[src/rtl/of_drain_pkg.sv]
// of_drain_pkg: shared types and the per-channel post-processing function for of_drain.
//
// Build option:
//   OF_DRAIN_RELU_EN  defined   -> ReLU followed by unsigned saturation to 0..255.
//                     undefined -> signed saturation to 8-bit two's complement.
//
// Contents:
//   ser_state_e  serializer state (StIdle, StEmit)
//   elem_t       one 8-bit output element; the top builds its pixel word as elem_t [CHANNEL-1:0]
//   post_proc()  clamps one sign-extended accumulator value to an 8-bit element
package of_drain_pkg;

   typedef enum logic {
      StIdle,
      StEmit
   } ser_state_e;

   typedef logic [7:0] elem_t;

   // Accumulators are sign-extended to this width before post-processing, so one
   // function serves every BITWIDTH up to 64.
   localparam int unsigned AccExtBits = 64;

   function automatic elem_t post_proc(input logic signed [AccExtBits-1:0] acc);
      elem_t res;
`ifdef OF_DRAIN_RELU_EN
      if (acc < 64'sd0) begin
         res = 8'h00;
      end else if (acc > 64'sd255) begin
         res = 8'hFF;
      end else begin
         res = acc[7:0];
      end
`else
      if (acc > 64'sd127) begin
         res = 8'h7F;
      end else if (acc < -64'sd128) begin
         res = 8'h80;
      end else begin
         res = acc[7:0];
      end
`endif
      return res;
   endfunction

endpackage

[src/rtl/of_fifo.sv]
// of_fifo: single-clock synchronous FIFO with first-word-fall-through read data.
//
// Ports:
//   clk_i     clock
//   rst_i     synchronous active-high reset (empties the FIFO)
//   wr_en_i   push request; accepted when not full, or when full and popping in the same cycle
//   wdata_i   push data
//   rd_en_i   pop request; ignored when empty
//   rdata_o   head-of-queue data, valid whenever empty_o is low
//   full_o    no free slots
//   empty_o   no stored entries
//   free_o    number of free slots (0..Depth)
module of_fifo #(
   parameter int unsigned Width = 24,
   parameter int unsigned Depth = 16,
   localparam int unsigned AddrW = (Depth > 1) ? $clog2(Depth) : 1
) (
   input  logic             clk_i,
   input  logic             rst_i,
   input  logic             wr_en_i,
   input  logic [Width-1:0] wdata_i,
   input  logic             rd_en_i,
   output logic [Width-1:0] rdata_o,
   output logic             full_o,
   output logic             empty_o,
   output logic [AddrW:0]   free_o
);

   localparam logic [AddrW:0] DepthC = (AddrW + 1)'(Depth);

   logic [Width-1:0] mem_q [Depth];
   logic [AddrW-1:0] wptr_q, wptr_d;
   logic [AddrW-1:0] rptr_q, rptr_d;
   logic [AddrW:0]   count_q, count_d;
   logic             do_wr, do_rd;

   assign full_o  = (count_q == DepthC);
   assign empty_o = (count_q == '0);
   assign free_o  = DepthC - count_q;
   assign rdata_o = mem_q[rptr_q];

   // A full FIFO is never empty, so a pop in the same cycle frees the slot the push needs.
   assign do_rd = rd_en_i && !empty_o;
   assign do_wr = wr_en_i && (!full_o || rd_en_i);

   always_comb begin
      wptr_d  = wptr_q;
      rptr_d  = rptr_q;
      count_d = count_q;
      if (do_wr) begin
         wptr_d = wptr_q + 1'b1;
      end
      if (do_rd) begin
         rptr_d = rptr_q + 1'b1;
      end
      unique case ({do_wr, do_rd})
         2'b10:   count_d = count_q + 1'b1;
         2'b01:   count_d = count_q - 1'b1;
         default: count_d = count_q;
      endcase
   end

   always_ff @(posedge clk_i) begin
      if (rst_i) begin
         wptr_q  <= '0;
         rptr_q  <= '0;
         count_q <= '0;
      end else begin
         wptr_q  <= wptr_d;
         rptr_q  <= rptr_d;
         count_q <= count_d;
      end
   end

   // Storage needs no reset: entries are only read after being written.
   always_ff @(posedge clk_i) begin
      if (do_wr) begin
         mem_q[wptr_q] <= wdata_i;
      end
   end

endmodule

[src/rtl/of_drain.sv]
// of_drain: output-feature drain at the bottom edge of the systolic array.
//
// Receives CHANNEL column results skewed diagonally (column k lags column 0 by k cycles),
// re-aligns them into one pixel word, clamps each channel to 8 bits, buffers pixel words in
// a FIFO and serializes them one element per cycle in (y, x, c) raster order.
//
// Build option: OF_DRAIN_RELU_EN selects ReLU + unsigned saturation; otherwise signed
// saturation (see of_drain_pkg::post_proc).
//
// Ports:
//   clk         clock
//   rst         synchronous active-high reset; clears all state, data and sticky flags
//   i_data      per-column partial sums (signed), skewed
//   i_valid     per-column valids, skewed identically
//   o_ready     upstream may launch a new pixel (column 0) next cycle
//   o_data      serialized output element
//   o_valid     element strobe, no backpressure
//   o_done      one-cycle pulse after the last element of a frame
//   o_overflow  sticky: a pixel word was dropped because the FIFO was full
//   o_skew_err  sticky: a column valid disagreed with column 0 after de-skew
module of_drain
   import of_drain_pkg::*;
#(
   parameter int unsigned WIDTH      = 128,
   parameter int unsigned HEIGHT     = 128,
   parameter int unsigned CHANNEL    = 3,
   parameter int unsigned BITWIDTH   = 16,
   parameter int unsigned FIFO_DEPTH = 16
) (
   input  logic                               clk,
   input  logic                               rst,
   input  logic [CHANNEL-1:0][BITWIDTH-1:0]   i_data,
   input  logic [CHANNEL-1:0]                 i_valid,
   output logic                               o_ready,
   output logic [7:0]                         o_data,
   output logic                               o_valid,
   output logic                               o_done,
   output logic                               o_overflow,
   output logic                               o_skew_err
);

   typedef elem_t [CHANNEL-1:0] pix_t;

   localparam int unsigned PixBits = CHANNEL * 8;
   localparam int unsigned FreeW   = ((FIFO_DEPTH > 1) ? $clog2(FIFO_DEPTH) : 1) + 1;
   localparam int unsigned ChW     = (CHANNEL > 1) ? $clog2(CHANNEL) : 1;
   localparam int unsigned Frame   = WIDTH * HEIGHT;
   localparam int unsigned PixW    = (Frame > 1) ? $clog2(Frame) : 1;

   localparam logic [FreeW-1:0] ReadyThresh = FreeW'(CHANNEL + 1);
   localparam logic [ChW-1:0]   LastCh      = ChW'(CHANNEL - 1);
   localparam logic [PixW-1:0]  LastPix     = PixW'(Frame - 1);

   // ---------------------------------------------------------------------------------------
   // De-skew: column k is delayed CHANNEL-1-k cycles so all columns meet in the cycle the
   // last column arrives.
   // ---------------------------------------------------------------------------------------
   logic [BITWIDTH-1:0] al_data [CHANNEL];
   logic [CHANNEL-1:0]  al_valid;

   for (genvar k = 0; k < CHANNEL; k++) begin : g_col
      localparam int unsigned Dly = CHANNEL - 1 - k;
      if (Dly == 0) begin : g_pass
         assign al_data[k]  = i_data[k];
         assign al_valid[k] = i_valid[k];
      end else begin : g_dly
         logic [Dly-1:0][BITWIDTH-1:0] data_q;
         logic [Dly-1:0]               valid_q;

         always_ff @(posedge clk) begin
            if (rst) begin
               data_q  <= '0;
               valid_q <= '0;
            end else begin
               data_q[0]  <= i_data[k];
               valid_q[0] <= i_valid[k];
               for (int j = 1; j < int'(Dly); j++) begin
                  data_q[j]  <= data_q[j-1];
                  valid_q[j] <= valid_q[j-1];
               end
            end
         end

         assign al_data[k]  = data_q[Dly-1];
         assign al_valid[k] = valid_q[Dly-1];
      end
   end

   logic skew_mis;
   assign skew_mis = |(al_valid ^ {CHANNEL{al_valid[0]}});

   pix_t clamp_word;
   always_comb begin
      clamp_word = '0;
      for (int k = 0; k < int'(CHANNEL); k++) begin
         clamp_word[k] = post_proc({{(AccExtBits - BITWIDTH){al_data[k][BITWIDTH-1]}},
                                    al_data[k]});
      end
   end

   // ---------------------------------------------------------------------------------------
   // Staging register and FIFO
   // ---------------------------------------------------------------------------------------
   pix_t              stage_q;
   logic              stage_vld_q;
   logic              fifo_full, fifo_empty, pop;
   logic [PixBits-1:0] fifo_rdata;
   logic [FreeW-1:0]  fifo_free;

   of_fifo #(
      .Width (PixBits),
      .Depth (FIFO_DEPTH)
   ) u_fifo (
      .clk_i   (clk),
      .rst_i   (rst),
      .wr_en_i (stage_vld_q),
      .wdata_i (stage_q),
      .rd_en_i (pop),
      .rdata_o (fifo_rdata),
      .full_o  (fifo_full),
      .empty_o (fifo_empty),
      .free_o  (fifo_free)
   );

   logic overflow_q, skew_err_q, ready_q;

   always_ff @(posedge clk) begin
      if (rst) begin
         stage_q     <= '0;
         stage_vld_q <= 1'b0;
         overflow_q  <= 1'b0;
         skew_err_q  <= 1'b0;
         ready_q     <= 1'b1;
      end else begin
         // A skew mismatch is flagged but the word is still taken if column 0 is valid.
         stage_q     <= clamp_word;
         stage_vld_q <= al_valid[0];
         if (skew_mis) begin
            skew_err_q <= 1'b1;
         end
         if (stage_vld_q && fifo_full && !pop) begin
            overflow_q <= 1'b1;
         end
         // Headroom for every skewed pixel already launched plus the staging register.
         ready_q <= (fifo_free >= ReadyThresh);
      end
   end

   // ---------------------------------------------------------------------------------------
   // Serializer and frame counter
   // ---------------------------------------------------------------------------------------
   ser_state_e      state_q, state_d;
   logic [ChW-1:0]  ch_q, ch_d;
   pix_t            word_q, word_d;
   logic [PixW-1:0] pix_q, pix_d;
   logic            done_q, done_d;

   always_comb begin
      state_d = state_q;
      ch_d    = ch_q;
      word_d  = word_q;
      pix_d   = pix_q;
      done_d  = 1'b0;
      pop     = 1'b0;
      unique case (state_q)
         StIdle: begin
            if (!fifo_empty) begin
               pop     = 1'b1;
               word_d  = fifo_rdata;
               ch_d    = '0;
               state_d = StEmit;
            end
         end
         StEmit: begin
            if (ch_q == LastCh) begin
               if (pix_q == LastPix) begin
                  pix_d  = '0;
                  done_d = 1'b1;
               end else begin
                  pix_d = pix_q + 1'b1;
               end
               ch_d = '0;
               // Fetch the next word now so consecutive pixels leave without a bubble.
               if (!fifo_empty) begin
                  pop    = 1'b1;
                  word_d = fifo_rdata;
               end else begin
                  state_d = StIdle;
               end
            end else begin
               ch_d = ch_q + 1'b1;
            end
         end
         default: state_d = StIdle;
      endcase
   end

   always_ff @(posedge clk) begin
      if (rst) begin
         state_q <= StIdle;
         ch_q    <= '0;
         word_q  <= '0;
         pix_q   <= '0;
         done_q  <= 1'b0;
      end else begin
         state_q <= state_d;
         ch_q    <= ch_d;
         word_q  <= word_d;
         pix_q   <= pix_d;
         done_q  <= done_d;
      end
   end

   always_comb begin
      o_valid = (state_q == StEmit);
      o_data  = 8'h00;
      if (state_q == StEmit) begin
         o_data = word_q[ch_q];
      end
   end

   assign o_ready    = ready_q;
   assign o_done     = done_q;
   assign o_overflow = overflow_q;
   assign o_skew_err = skew_err_q;

endmodule
[config.mk]
export PLATFORM = sky130hd
export DESIGN_NAME = of_drain
export DESIGN_NICKNAME = d
export VERILOG_FILES = /design/src/rtl/of_drain_pkg.sv /design/src/rtl/of_fifo.sv /design/src/rtl/of_drain.sv
export SDC_FILE = /design/constraint.sdc
export NUM_CORES = 1
export LEC_CHECK = 0
export ABC_CLOCK_PERIOD_IN_PS = 5200
export BUFFER_PORTS_ARGS = -buffer_cell sky130_fd_sc_hd__buf_2
export CAP_MARGIN = 10
export CORE_MARGIN = 2
export CORE_UTILIZATION = 39
export DETAILED_ROUTE_END_ITERATION = 8
export GPL_TIMING_DRIVEN = 0
export RECOVER_POWER = 100
export SLEW_MARGIN = 10
export SYNTH_ARGS = -nofsm -noshare
export SYNTH_HDL_FRONTEND = slang
export SYNTH_SLANG_ARGS = --single-unit
[constraint.sdc]
create_clock -name clk -period 5.2 [get_ports clk]
set_input_delay 1.04 -clock clk [delete_from_list [all_inputs] [get_ports clk]]
set_output_delay 1.04 -clock clk [all_outputs]
set_load 0.02 [all_outputs]
# == After elaboration in Yosys (flattened, before gate mapping) ==
# Memories as Yosys holds them, arrays and structs flattened. A register that Yosys moved wholly into a read port is not among the register bits.
# Index checks and enable logic that the tools add are counted.
# word_totals
inputBits,53
elab_cells,94
output_inout_bits,13
mem_bits_rw,384
memories,1
regBits,134
# op_classes
n_addsub,7
n_reduce_logical,16
n_lt_le_gt_ge,8
eq_ne,7
bitwise,3
mux,27
# memory_table
name,depth,width,rd,rd_clocked_by_memory_dff,write_ports,line,text
u_fifo.mem_q,16,24,1,1,1,of_fifo.sv:31,logic [Width-1:0] mem_q [Depth];
# op_table
operator,n
> comparator 16 x 8 -> 1 bit (second input constant),3
less-than comparator 16 x 8 -> 1 bit (second input constant),3
two-way mux 24 bit,2
one-hot mux 24 bit (2 select lines),1
two-way mux 8 bit,5
two-way mux 7 bit,3
binary-select mux 8 bit (select 2 bit),1
adder 14 x 1 -> 14 bit (second input constant),1
== test 14 bit (second input constant),1
two-way mux 14 bit,1
one-hot mux 5 bit (2 select lines),1
adder 4 x 1 -> 4 bit (second input constant),2
two-way mux 4 bit,2
two-way mux 1 bit,6
OR reduction 2 bit,3
OR reduction 3 bit,2
adder 5 x 1 -> 5 bit (second input constant),1
== test 5 bit (second input constant),1
greater-or-equal comparator 5 x 3 -> 1 bit (second input constant),1
logical NOT 5 bit,1
subtractor 5 x 1 -> 5 bit (second input constant),1
subtractor 5 bit (first input constant),1
== test 2 bit (second input constant),2
logical AND 1 bit,4
other kinds (14),19

# == Longest topological paths before layout ==
# logic_depth
word_depth,8
depth_mapped,16
ltp_nobuf,13

# == Modules after synthesis ==
# From an unflattened synthesis, not the netlist that was laid out.
# unflattened
hier_cells,1099
hier_area_um2,19572.5
# modules_own_cells
mod,cells_each,seq_area_each_um2,area_each_um2,instances
of_fifo,652,11871.4,15437.3,1
of_drain,447,2422.3,4135.2,1

# == Worst setup path after synthesis ==
# No wires, ideal clock.
# synth_path
kind,register to register
startpoint,reg u_fifo.count_q[2]
endpoint,"mem u_fifo.mem_q[0][0], enable pin"
path_slack_ns,1.539
setup_time_ns,0.435
synth_period_minus_slack_ns,3.661
t_required_ns,4.765
path_buffers,2
arrival_time_ns,3.226
stages_incl_launch_ff,9
path_cell_list,dfxtp_1 clkbuf_1 nor4_1 ha_1 a21o_1 buf_6 a21boi_2 nand2_1 nor3_1
# synth_via
elab_chain_cells,8
elab_cells_between_ends,10
cone_classes,eq/ne (1); mux (5); reduce/logical (4)
# synth_lines
item,line,text
start: declaration,of_fifo.sv:34,"logic [AddrW:0] count_q, count_d;"
start signal: assignment,of_fifo.sv:71,count_q <= count_d;
logical NOT 5 bit,of_fifo.sv:38,assign empty_o = (count_q == '0);
two-way mux 1 bit,"of_drain.sv:167, of_drain.sv:184",
two-way mux 1 bit,of_drain.sv:175,if (ch_q == LastCh) begin
one-hot mux 1 bit (2 select lines),of_drain.sv:165,unique case (state_q)
logical OR 1 bit (*),of_fifo.sv:44,assign do_wr = wr_en_i && (!full_o || rd_en_i);
logical AND 1 bit (*),of_fifo.sv:44,
two-way mux 1 bit (*),of_fifo.sv:77,if (do_wr) begin
two-way mux 1 bit (implied by the code) (*),of_fifo.sv:78,mem_q[wptr_q] <= wdata_i;
end: declaration,of_fifo.sv:31,
# Mark *: on every way between the ends. The rest lies on a longest branch, timed or not.

# == Final worst setup path ==
# layout_path
startpoint,reg u_fifo.count_q[2]
endpoint,reg u_fifo.count_q[4]
# layout_via
elab_chain_cells,8
elab_cells_between_ends,16
cone_classes,add/sub (2); eq/ne (3); mux (4); reduce/logical (7)
# layout_lines
item,line,text
logical NOT 5 bit,of_fifo.sv:38,
two-way mux 1 bit,"of_drain.sv:167, of_drain.sv:184",
two-way mux 1 bit,of_drain.sv:175,
one-hot mux 1 bit (2 select lines),of_drain.sv:165,
logical OR 1 bit,of_fifo.sv:44,
logical AND 1 bit,of_fifo.sv:44,
== test 2 x 1 -> 1 bit / == test 2 bit (equally long branches),of_fifo.sv:56,"unique case ({do_wr, do_rd})"
one-hot mux 5 bit (2 select lines) / nonzero test 2 bit (equally long branches),--,
# Several ways; a longest one is shown, not always the timed one.
# A chain may end at the register's enable or synchronous reset.

==> impl_metrics.env <==
export IMPL_violations="capacitance limit, slew limit"
export IMPL_cp_end_kind="flip-flop"
export IMPL_r2r_start="u_fifo.count_q[2]"
export IMPL_netlist_top_cells_area="edfxtp_1 59%, dfxtp_1 14%, mux4_2 11%, mux2i_1 1.9%, nor2b_1 1.8%"
export IMPL_tightest_slew_ps=1890
export IMPL_drc=0
export IMPL_async_flop_share_pct=0
export IMPL_wl_per_cell_um=22.6
export IMPL_drt_vias_per_instance=5.15
export IMPL_post_cts_buffers=0
export IMPL_portBuffers=64
export IMPL_cp_startpoint="u_fifo.count_q[2]"
export IMPL_fmax_mhz=238
export IMPL_required_ps=5710
export IMPL_wl_met1_um=19200
export IMPL_synth_largest_area_cell="edfxtp_1"
export IMPL_final_nets=1297
export IMPL_initial_core_util_pct=39.6
export IMPL_crit_fanout=10
export IMPL_num_antenna_cells=0
export IMPL_power_mw=10.4
export IMPL_synth_edf_count=384
export IMPL_clk_latency_ps=590
export IMPL_grt_use_total_pct=17.5
export IMPL_finalMaxSlewViolations=92
export IMPL_fp_row_count=81
export IMPL_leakage_nw=7.41
export IMPL_wirelength_um=43900
export IMPL_powerDensity_mw_per_mm2=461
export IMPL_post_synth_top_count_cell="edfxtp_1"
export IMPL_tritoncts="yes"
export IMPL_final_util_pct=46.0
export IMPL_hold_violations=0
export IMPL_ys_flop_type="edfxtp_1"
export IMPL_grt_first_pass_wirelength_um=64700
export IMPL_synth_seq_cells=522
export IMPL_final_setup_viol_count=0
export IMPL_slowest_delay_ps=510
export IMPL_route_met3_wl_um=2660
export IMPL_rsz0062_at_grt="no"
export IMPL_holdCritPathClass="flip-flop to flip-flop"
export IMPL_cts_buffers=53
export IMPL_synthCells=1090
export IMPL_post_cts_resize_count=0
export IMPL_cts_sinks=522
export IMPL_cts_hold_buf=0
export IMPL_crit_chain="clkbuf_1 > nor4_1 > ha_1 > a21o_1 > clkbuf_1 > a21boi_2 > inv_1 > ha_1 > clkbuf_1 > xor2_1 > ha_1 > a21oi_1 > a32o_1 > a21oi_1 > or3_1 > a21oi_1"
export IMPL_min_period_ps=4190
export IMPL_grt_max_degree=17
export IMPL_dr_wl_met2_um=21100
export IMPL_cap_violations=9
export IMPL_finalClockSkew_ps=20.7
export IMPL_drive_above_1_share_pct=21.8
export IMPL_die_y_um=227
export IMPL_critPathKind="flip-flop to flip-flop"
export IMPL_ys_warn_count=0
export IMPL_cts_buffer_depth=3
export IMPL_gp_congestion=0.758
export IMPL_yosysUniqueCellTypes=50
export IMPL_cts_max_level=2
export IMPL_grt_pass1_vias=10100
export IMPL_ys_seq_area_share_pct=73.4
export IMPL_cp_arrival_ps=4700
export IMPL_synth_top_area_share_pct=59.2
export IMPL_fillers=4223
export IMPL_crit_slowest_cell="clkbuf_1"
export IMPL_grt_ovfl_total=0
export IMPL_fin_crit_sh_pct=80.6
export IMPL_die_area_mm2=0.0517
export IMPL_cts_root_buf="clkbuf_16"
export IMPL_irDropWorstVdd_uv=230
export IMPL_status="finished with violations"
export IMPL_drt_iter0_markers=1022
export IMPL_start_kind="flip-flop"
export IMPL_area_growth_synth_to_final_pct=16.1
export IMPL_drtPass1Iterations=5
export IMPL_antenna_found_initial=0
export IMPL_postRouteAntennaNets=0
export IMPL_dp_hpwl_um=29000
export IMPL_highest_layer="met4"
export IMPL_synth_top_cells_by_count="384 x edfxtp_1, 138 x dfxtp_1, 96 x mux4_2, 84 x nor2_1, 57 x nor2b_1"
export IMPL_postSynthAreaPerCell_um2=17.9
export IMPL_synth_nets=1154
export IMPL_clk_pin_slew_ps=60
export IMPL_min_from="g_col[0].g_dly.data_q[10]"
export IMPL_dr_total_vias=9994
export IMPL_slew_headroom_pct=-26.3
export IMPL_pin_count=66
export IMPL_syn_area_mm2=0.0195
export IMPL_core_area_mm2=0.0492
export IMPL_die_w_um=227
[layout make-up]
type / instances / area, um^2 / share of cell area [%]
flip-flops and latches: 522 / 14300 / 63.3
multi-input cells: 500 / 4780 / 21.1
clock buffers: 82 / 1550 / 6.85
well taps: 664 / 831 / 3.68
repair buffers: 88 / 687 / 3.04
plain buffers: 60 / 273 / 1.21
clock inverters: 17 / 156 / 0.692
inverters: 8 / 32.5 / 0.144
[where the power goes]
group	total (mW)	internal [mW]	leakage, nW	switching (mW)
clock	3.71	2.19	0.835	1.52
sequential	4.84	4.66	4.64	0.175
combinational	1.88	0.798	1.93	1.08
total	10.4	7.65	7.41	2.78
[state kept, by name (all words and copies together), names as in the netlist, 2 cells and up, named ones only]
signal	flops
u_fifo.wptr_q	4
u_fifo.rptr_q	4
stage_q	24
al_data	16
u_fifo.mem_q	384
pix_q	14
word_q	24
u_fifo.count_q	5
g_col.g_dly.data_q	32
ch_q	2
g_col.g_dly.valid_q	3
[per-layer routing]
metal / up-vias / global-route usage [%]
met5: - / 0
met4: 0 / 5.29
met2: 308 / 28.7
li1: 4511 / -
met1: 5111 / 23.8
met3: 64 / 2.98
[placed cells by master, fill, tap and decap left out, types with 36 or more instances in the layout]
master / n
dfxtp_1: 138
nor2_1: 84
clkbuf_16: 55
nor2b_1: 57
clkbuf_1: 74
buf_2: 74
nand2_1: 43
mux4_2: 96
mux2i_1: 36
edfxtp_1: 384
[per-stage QoR]
| step | instance area (um^2) | setup WS (ps) | std cells | hold slack [ps] | TNS, ps |
|---|---|---|---|---|---|
| 6_report | 22600 | 1010 | 1941 | 433 | 0 |
| 3_5_place_dp | 21200 | 1530 | 1842 | 423 | 0 |
| 3_3_place_gp | 20600 | -806 | 1818 | 423 | -71200 |
| 4_1_cts | 22900 | 1500 | 1941 | 435 | 0 |
| 5_1_grt | 22600 | 669 | 1941 | 451 | 0 |
| 2_1_floorplan | 19500 | 1540 | 1090 | 414 | 0 |
[cell families after synthesis]
logic type | after synthesis | share of synthesized area (%)
AOI/OAI and AO/OA | 86 | 3.54
xor gates and xnor gates | 24 | 1.08
and+or+nand+nor | 247 | 6.54
buffers and inverters | 68 | 1.77
muxes | 132 | 13.0
adders and majority gates | 11 | 0.707
DFF | 522 | 73.4
[worst max-delay path: cells and delay by family (launching register included)]
kind            cells  cell delay (ps)
xor+xnor            1              120
fa+ha+maj           3              730
buf+inv             4             1140
simple gates        2              810
compound gates      6             1000
flops               1              290
[path summary, 6_finish.rpt]
path	endpoint	depth (start not counted)	slack (ps)
max	u_fifo.count_q[4]	16	1010
min	al_data[42]	1	430
max reg2reg	u_fifo.count_q[4]	16	1010
min reg2reg	al_data[42]	1	430
No activity file was read; power rests on OpenSTA's default activity.
